## config.mk

```make
export PLATFORM = sky130hd
export DESIGN_NAME = spi_apb_bridge
export DESIGN_NICKNAME = d
export VERILOG_FILES = /design/src/rtl/spi_apb_bridge.sv
export SDC_FILE = /design/constraint.sdc
export NUM_CORES = 1
export LEC_CHECK = 0
export ABC_CLOCK_PERIOD_IN_PS = 4300
export CORE_MARGIN = 2
export CORE_UTILIZATION = 45
export CTS_BUF_LIST = sky130_fd_sc_hd__clkbuf_8 sky130_fd_sc_hd__clkbuf_16
export CTS_CLUSTER_SIZE = 14
export DETAILED_ROUTE_END_ITERATION = 8
export PLACE_DENSITY_LB_ADDON = 0.15
export SYNTH_ARGS = -nofsm -noshare
export SYNTH_HDL_FRONTEND = slang
export SYNTH_SLANG_ARGS = --single-unit
```

## constraint.sdc

```tcl
create_clock -name PCLK -period 4.3 [get_ports PCLK]
set_clock_uncertainty 0.2 [all_clocks]
set_input_delay 0.645 -clock PCLK [delete_from_list [all_inputs] [get_ports PCLK]]
set_output_delay 0.645 -clock PCLK [all_outputs]
set_load 0.01 [all_outputs]
```

## src/rtl/spi_apb_bridge.sv

```systemverilog
// SPI (mode 0) slave to APB master bridge.
// Bytes alternate command/data while CS_N is low. A command byte carries
// write/read in bit7 and the APB address in bits4:0. Writes are issued after
// the data byte; reads are issued right after the command byte, and the
// returned PRDATA is shifted out on MISO during the following data byte.
module spi_apb_bridge #(
  parameter int SYNC_STAGES = 2
) (
  input  logic       PCLK,
  input  logic       PRESET,
  input  logic       SCK,
  input  logic       CS_N,
  input  logic       MOSI,
  output logic       MISO,
  output logic       MISO_OE,
  output logic       PSEL,
  output logic       PENABLE,
  output logic       PWRITE,
  output logic [4:0] PADDR,
  output logic [7:0] PWDATA,
  input  logic [7:0] PRDATA,
  input  logic       PREADY,
  output logic       BUSY,
  output logic       OVERRUN
);

  typedef enum logic [1:0] {
    IDLE   = 2'd0,
    SETUP  = 2'd1,
    ACCESS = 2'd2
  } apb_state_t;

  apb_state_t state, state_next;

  logic [SYNC_STAGES-1:0] sck_sync;
  logic [SYNC_STAGES-1:0] cs_sync;
  logic [SYNC_STAGES-1:0] mosi_sync;
  logic                   sck_s, cs_s, mosi_s, sck_q;
  logic                   sck_rise, sck_fall;

  logic [2:0] bit_cnt;
  logic       data_phase;
  logic [6:0] rx_sr;
  logic [7:0] rx_byte;
  logic [7:0] tx_sr;
  logic       cmd_write;
  logic [4:0] cmd_addr;
  logic       rd_wait;

  logic       byte_done;
  logic       req, req_write;
  logic [4:0] req_addr;
  logic [7:0] req_data;
  logic       accept, drop;
  logic       xfer_done, late_read, capture;

  // Synchronize the SPI pins into PCLK and keep the previous SCK for edge detection
  always_ff @(posedge PCLK or posedge PRESET) begin
    if (PRESET) begin
      sck_sync  <= '0;
      cs_sync   <= '1;
      mosi_sync <= '0;
      sck_q     <= 1'b0;
    end else begin
      sck_sync  <= {sck_sync[SYNC_STAGES-2:0], SCK};
      cs_sync   <= {cs_sync[SYNC_STAGES-2:0], CS_N};
      mosi_sync <= {mosi_sync[SYNC_STAGES-2:0], MOSI};
      sck_q     <= sck_sync[SYNC_STAGES-1];
    end
  end

  assign sck_s    = sck_sync[SYNC_STAGES-1];
  assign cs_s     = cs_sync[SYNC_STAGES-1];
  assign mosi_s   = mosi_sync[SYNC_STAGES-1];
  assign sck_rise = ~cs_s & sck_s & ~sck_q;
  assign sck_fall = ~cs_s & ~sck_s & sck_q;

  // Byte assembly and transfer requests; a read fires after its command
  // byte, a write only once its data byte is complete.
  assign rx_byte   = {rx_sr, mosi_s};
  assign byte_done = sck_rise && (bit_cnt == 3'd7);
  assign req       = byte_done && (data_phase ? cmd_write : ~rx_byte[7]);
  assign req_write = data_phase;
  assign req_addr  = data_phase ? cmd_addr : rx_byte[4:0];
  assign req_data  = data_phase ? rx_byte : 8'h00;
  assign accept    = req && (state == IDLE);
  assign drop      = req && (state != IDLE);
  assign xfer_done = (state == ACCESS) && PREADY;

  // A read still outstanding at the first bit of its data byte is too late:
  // the byte goes out as zeros and the returning data is thrown away.
  assign late_read = sck_rise && data_phase && (bit_cnt == 3'd0) && ~cmd_write && rd_wait;
  assign capture   = xfer_done && ~PWRITE && rd_wait && ~late_read;

  // Bit counter, command/data phase, TX shifting and read-data capture
  always_ff @(posedge PCLK or posedge PRESET) begin
    if (PRESET) begin
      bit_cnt    <= 3'd0;
      data_phase <= 1'b0;
      rx_sr      <= 7'd0;
      tx_sr      <= 8'h00;
      cmd_write  <= 1'b0;
      cmd_addr   <= 5'd0;
      rd_wait    <= 1'b0;
    end else if (cs_s) begin
      bit_cnt    <= 3'd0;
      data_phase <= 1'b0;
      tx_sr      <= 8'h00;
      rd_wait    <= 1'b0;
    end else begin
      if (sck_rise) begin
        rx_sr   <= rx_byte[6:0];
        bit_cnt <= bit_cnt + 3'd1;
        if (byte_done) begin
          data_phase <= ~data_phase;
          tx_sr      <= 8'h00;
          if (!data_phase) begin
            cmd_write <= rx_byte[7];
            cmd_addr  <= rx_byte[4:0];
          end
        end
      end else if (sck_fall && (bit_cnt != 3'd0)) begin
        // The fall that closes a byte must not shift: the next byte's MSB
        // is already on MISO at that point.
        tx_sr <= {tx_sr[6:0], 1'b0};
      end
      if (accept && !req_write) begin
        rd_wait <= 1'b1;
      end else if (late_read || (xfer_done && !PWRITE)) begin
        rd_wait <= 1'b0;
      end
      if (capture) begin
        tx_sr <= PRDATA;
      end
    end
  end

  // APB state register
  always_ff @(posedge PCLK or posedge PRESET) begin
    if (PRESET) begin
      state <= IDLE;
    end else begin
      state <= state_next;
    end
  end

  // APB next-state logic
  always_comb begin
    state_next = state;
    case (state)
      IDLE:    if (req) state_next = SETUP;
      SETUP:   state_next = ACCESS;
      ACCESS:  if (PREADY) state_next = IDLE;
      default: state_next = IDLE;
    endcase
  end

  // Address/data latched when a transfer is accepted, held through ACCESS
  always_ff @(posedge PCLK or posedge PRESET) begin
    if (PRESET) begin
      PADDR   <= 5'd0;
      PWRITE  <= 1'b0;
      PWDATA  <= 8'h00;
      OVERRUN <= 1'b0;
    end else begin
      if (accept) begin
        PADDR  <= req_addr;
        PWRITE <= req_write;
        PWDATA <= req_data;
      end
      OVERRUN <= drop | late_read;
    end
  end

  assign PSEL    = (state == SETUP) || (state == ACCESS);
  assign PENABLE = (state == ACCESS);
  assign BUSY    = PSEL;
  assign MISO    = tx_sr[7];
  assign MISO_OE = ~cs_s;

endmodule

```

==> run summary <==
The run finished with clean final reports. The net count of the finished layout is 237. The final count of negative-setup-slack endpoints came out at 0. Entering global routing, the biggest net connects 51 pins.

The logs give 0 for the count of inserted antenna diode cells and 0 for the hold buffer count at CTS. Measured along the y axis, the die boundary spans 76.1 µm. The filler cells instantiated in the layout total 476. The number of buffers created by CTS came out at 5. The sink count of the clock tree is 50, and the number of nets still failing antenna checks after routing is 0. Using the TritonRoute via totals, the vias-per-cell ratio works out to 5.05. In this run the top signal layer used is met4.

The routed design uses 1990 µm of met2 wire. The remaining max-slew budget at the tightest pin is 0.319, and the highest net fanout along the worst path is 16. TritonCTS built the clock tree. In this run the post-CTS setup repair buffer count came out at 0. The later pin in the worst-skew pair is clocked with a latency of 0.31 ns. Commonest non-fill, non-tap cell in the layout: sky130_fd_sc_hd__dfrtp_1. The type of the worst setup path is reg2out. The fraction of registers with async set or reset after synthesis is 1.00.

In the detailed route, the total length drawn on met3 is 189 µm. For the pin with the worst max-slew slack, the measured transition is 1.02 ns. The critical path starts at cs_sync[1]$_DFF_PP1_. The worst register-to-register path begins at cs_sync[1]$_DFF_PP1_.

The H-tree generated during clock tree synthesis spans 2 levels. A synthesized cell averages 12.7 µm². Counting every instance in the synthesized netlist gives 184. For the number of global-route vias before repair, the log shows 1482.

In the final routed layout, each cell accounts on average for 14.2 µm. The tools report the sort of element at the start of the critical path as a flip-flop. For the iteration-0 DRC count of the detailed router, the log shows 50. Counting flops with a built-in enable in the synthesized netlist gives 0. Once detailed placement completed, the half-perimeter wirelength came to 2840 µm.

Summed over all failing endpoints, the final setup total negative slack is 0 ns. The tools report the post-route core utilization as 0.555. Post-synthesis sequential element count: 50. At the end of routability-driven placement, the weighted congestion stood at 0.739. The run gives 0 as the initial antenna violation count. The leading register cell type out of synthesis is sky130_fd_sc_hd__dfrtp_1. The floorplan step defined a core boundary enclosing 5070 µm². Counting every net in the synthesized netlist gives 205.

The floorplan step set the die width to 76.1 µm. In the layout the commonest cells are sky130_fd_sc_hd__dfrtp_1 (48), sky130_fd_sc_hd__clkdlybuf4s50_1 (33), sky130_fd_sc_hd__nand2_1 (26). Summing internal, switching and leakage power gives 1.11 mW.

The logs give 7060 µm for the first-pass GRT wire length and 26 for the row count. The fraction of final layout cells with drive strength greater than 1 works out to 0.184. The netlist uses 37 different library cells. The floorplan step defined a die boundary enclosing 5790 µm².

For the worst setup path, the data required time is 3.45 ns. Class of the tightest hold or removal check: reg2reg. The worst setup path is captured at an output pin. The startpoint identified for the worst hold timing path is sck_sync[0]$_DFF_PP0_. The hold violation total from the final report is 0. The run gives 1.74 ns as the arrival time of the worst setup path. The clock-pin slew on the worst setup and hold paths is 0.09 ns, and the layout overhead on the synthesized area is 20.4%.

Detailed-route via count: 1448. The tool flagged a number of max-cap violations equal to 0. The count of TritonRoute iterations in the first routing pass came out at 4. Wires add up to 4090 µm. The cell chosen for the clock root is sky130_fd_sc_hd__clkbuf_8.

The logs give 1.23 nW for the leakage dissipation and 0 for the leftover overflow at the end of global routing. The max-slew violation total from the final report is 0. The cell area power density is 393 nW/µm², and the worst vdd rail ir drop is 307 µV.

The global-route usage over all layers came out at 0.155. The count of boundary I/O pins came out at 34. The number of buffers inserted by port buffering works out to 33. The share of the clock period used by the worst path after layout came out at 0.601. The cell area that synthesis handed to floorplanning was 2340 µm². In the routed design, unresolved DRC markers number 0. The tools report the part of the Yosys area used for sequential elements as 0.536. Setup repair after global routing left no endpoint under its margin. For this block, wires on met1 add up to 1830 µm. Effective utilization at floorplan: 0.461.

After layout, the minimum clock period comes to 2.59 ns. Hold is met by 0.159 ns. For the maximum number of buffers from clock root to sink, the log shows 2. Highest clock rate: 387 MHz. During synthesis, Yosys emitted a total of 0 warnings. Gates resized during post-CTS repair numbered 0.
-- stage by stage --
step	setup WS, ns	cell area (µm²)	instances
2_1_floorplan	2.23	2340	184
3_3_place_gp	1.71	2700	279
3_5_place_dp	1.62	2700	279
4_1_cts	1.67	2820	287
5_1_grt	1.58	2820	287
6_report	1.71	2820	287
-- registers in the layout, summed over array words and instances (netlist names) --
register / count
rx_sr: 7
sck_sync: 2
sck_q: 1
state: 2
tx_sr: 8
rd_wait: 1
PWDATA: 8
cs_sync: 2
cmd_addr: 5
PWRITE: 1
OVERRUN: 1
cmd_write: 1
mosi_sync: 2
bit_cnt: 3
data_phase: 1
PADDR: 5
-- kinds of logic (layout without fill, tap and decap cells) --
| logic type | Yosys count | after routing | share of synthesized area |
|---|---|---|---|
| compound gates | 29 | 29 | 0.101 |
| xor+xnor | 2 | 2 | 0.00750 |
| fa+ha+maj | 7 | 7 | 0.0375 |
| buf+inv | 16 | 49 | 0.0369 |
| flops | 50 | 50 | 0.536 |
| mux | 29 | 29 | 0.151 |
| simple gates | 51 | 51 | 0.130 |
-- area by class of cell --
class                           instances  area [µm²]  share of cell area
Clock buffer                            5        68.8              0.0244
Inverter                                8        30.0              0.0107
Tap cell                               70        87.6              0.0311
Multi-Input combinational cell        118         997               0.354
Clock inverter                          3        47.5              0.0169
Sequential cell                        50        1250               0.445
Timing Repair Buffer                   33         330               0.117
-- synth_stat cells, types with 2 or more instances --
library cell / instances / share of area
sky130_fd_sc_hd__a21oi_1: 2 / 0.0043
sky130_fd_sc_hd__a22o_1: 5 / 0.019
sky130_fd_sc_hd__a22o_2: 3 / 0.013
sky130_fd_sc_hd__buf_2: 2 / 0.0043
sky130_fd_sc_hd__buf_4: 3 / 0.0096
sky130_fd_sc_hd__dfrtp_1: 48 / 0.51
sky130_fd_sc_hd__dfstp_2: 2 / 0.022
sky130_fd_sc_hd__ha_1: 7 / 0.037
sky130_fd_sc_hd__inv_1: 8 / 0.013
sky130_fd_sc_hd__mux2_1: 6 / 0.029
sky130_fd_sc_hd__mux2_2: 8 / 0.039
sky130_fd_sc_hd__mux2_4: 9 / 0.058
sky130_fd_sc_hd__mux2i_1: 6 / 0.026
sky130_fd_sc_hd__nand2_1: 26 / 0.042
sky130_fd_sc_hd__nor2_1: 6 / 0.0096
sky130_fd_sc_hd__nor3b_1: 7 / 0.022
sky130_fd_sc_hd__nor3b_2: 2 / 0.011
sky130_fd_sc_hd__o2111ai_4: 2 / 0.022
sky130_fd_sc_hd__o21ai_1: 14 / 0.030
-- worst paths after layout --
path,end,slack [ns],depth (start not counted)
hold / removal,sck_sync[1]$_DFF_PP0_,0.16,0
hold reg to reg,sck_sync[1]$_DFF_PP0_,0.16,0
setup reg to reg,rd_wait$_DFFE_PP0P_,1.81,4
setup / recovery,MISO_OE,1.71,2
max in group asynchronous,PWDATA[6]$_DFFE_PP0N_,2.57,2
min in group asynchronous,cmd_addr[0]$_DFFE_PP0P_,0.70,2
-- worst max-delay path, stage by stage, from the launching register on --
cell	delay, ns
sky130_fd_sc_hd__dfstp_2	0.76
sky130_fd_sc_hd__inv_1	0.16
sky130_fd_sc_hd__clkdlybuf4s50_1	0.51
-- where the power goes --
part           switching, mW  internal (mW)
registers             0.0406          0.511
clock network          0.163          0.178
logic                 0.0922          0.122
-- per-layer routing --
layer	track usage	vias up
li1	-	699
met1	0.187	710
met2	0.259	33
met3	0.0533	6
met4	0.0564	0
met5	0	-
No activity file was read; power rests on OpenSTA's default activity.
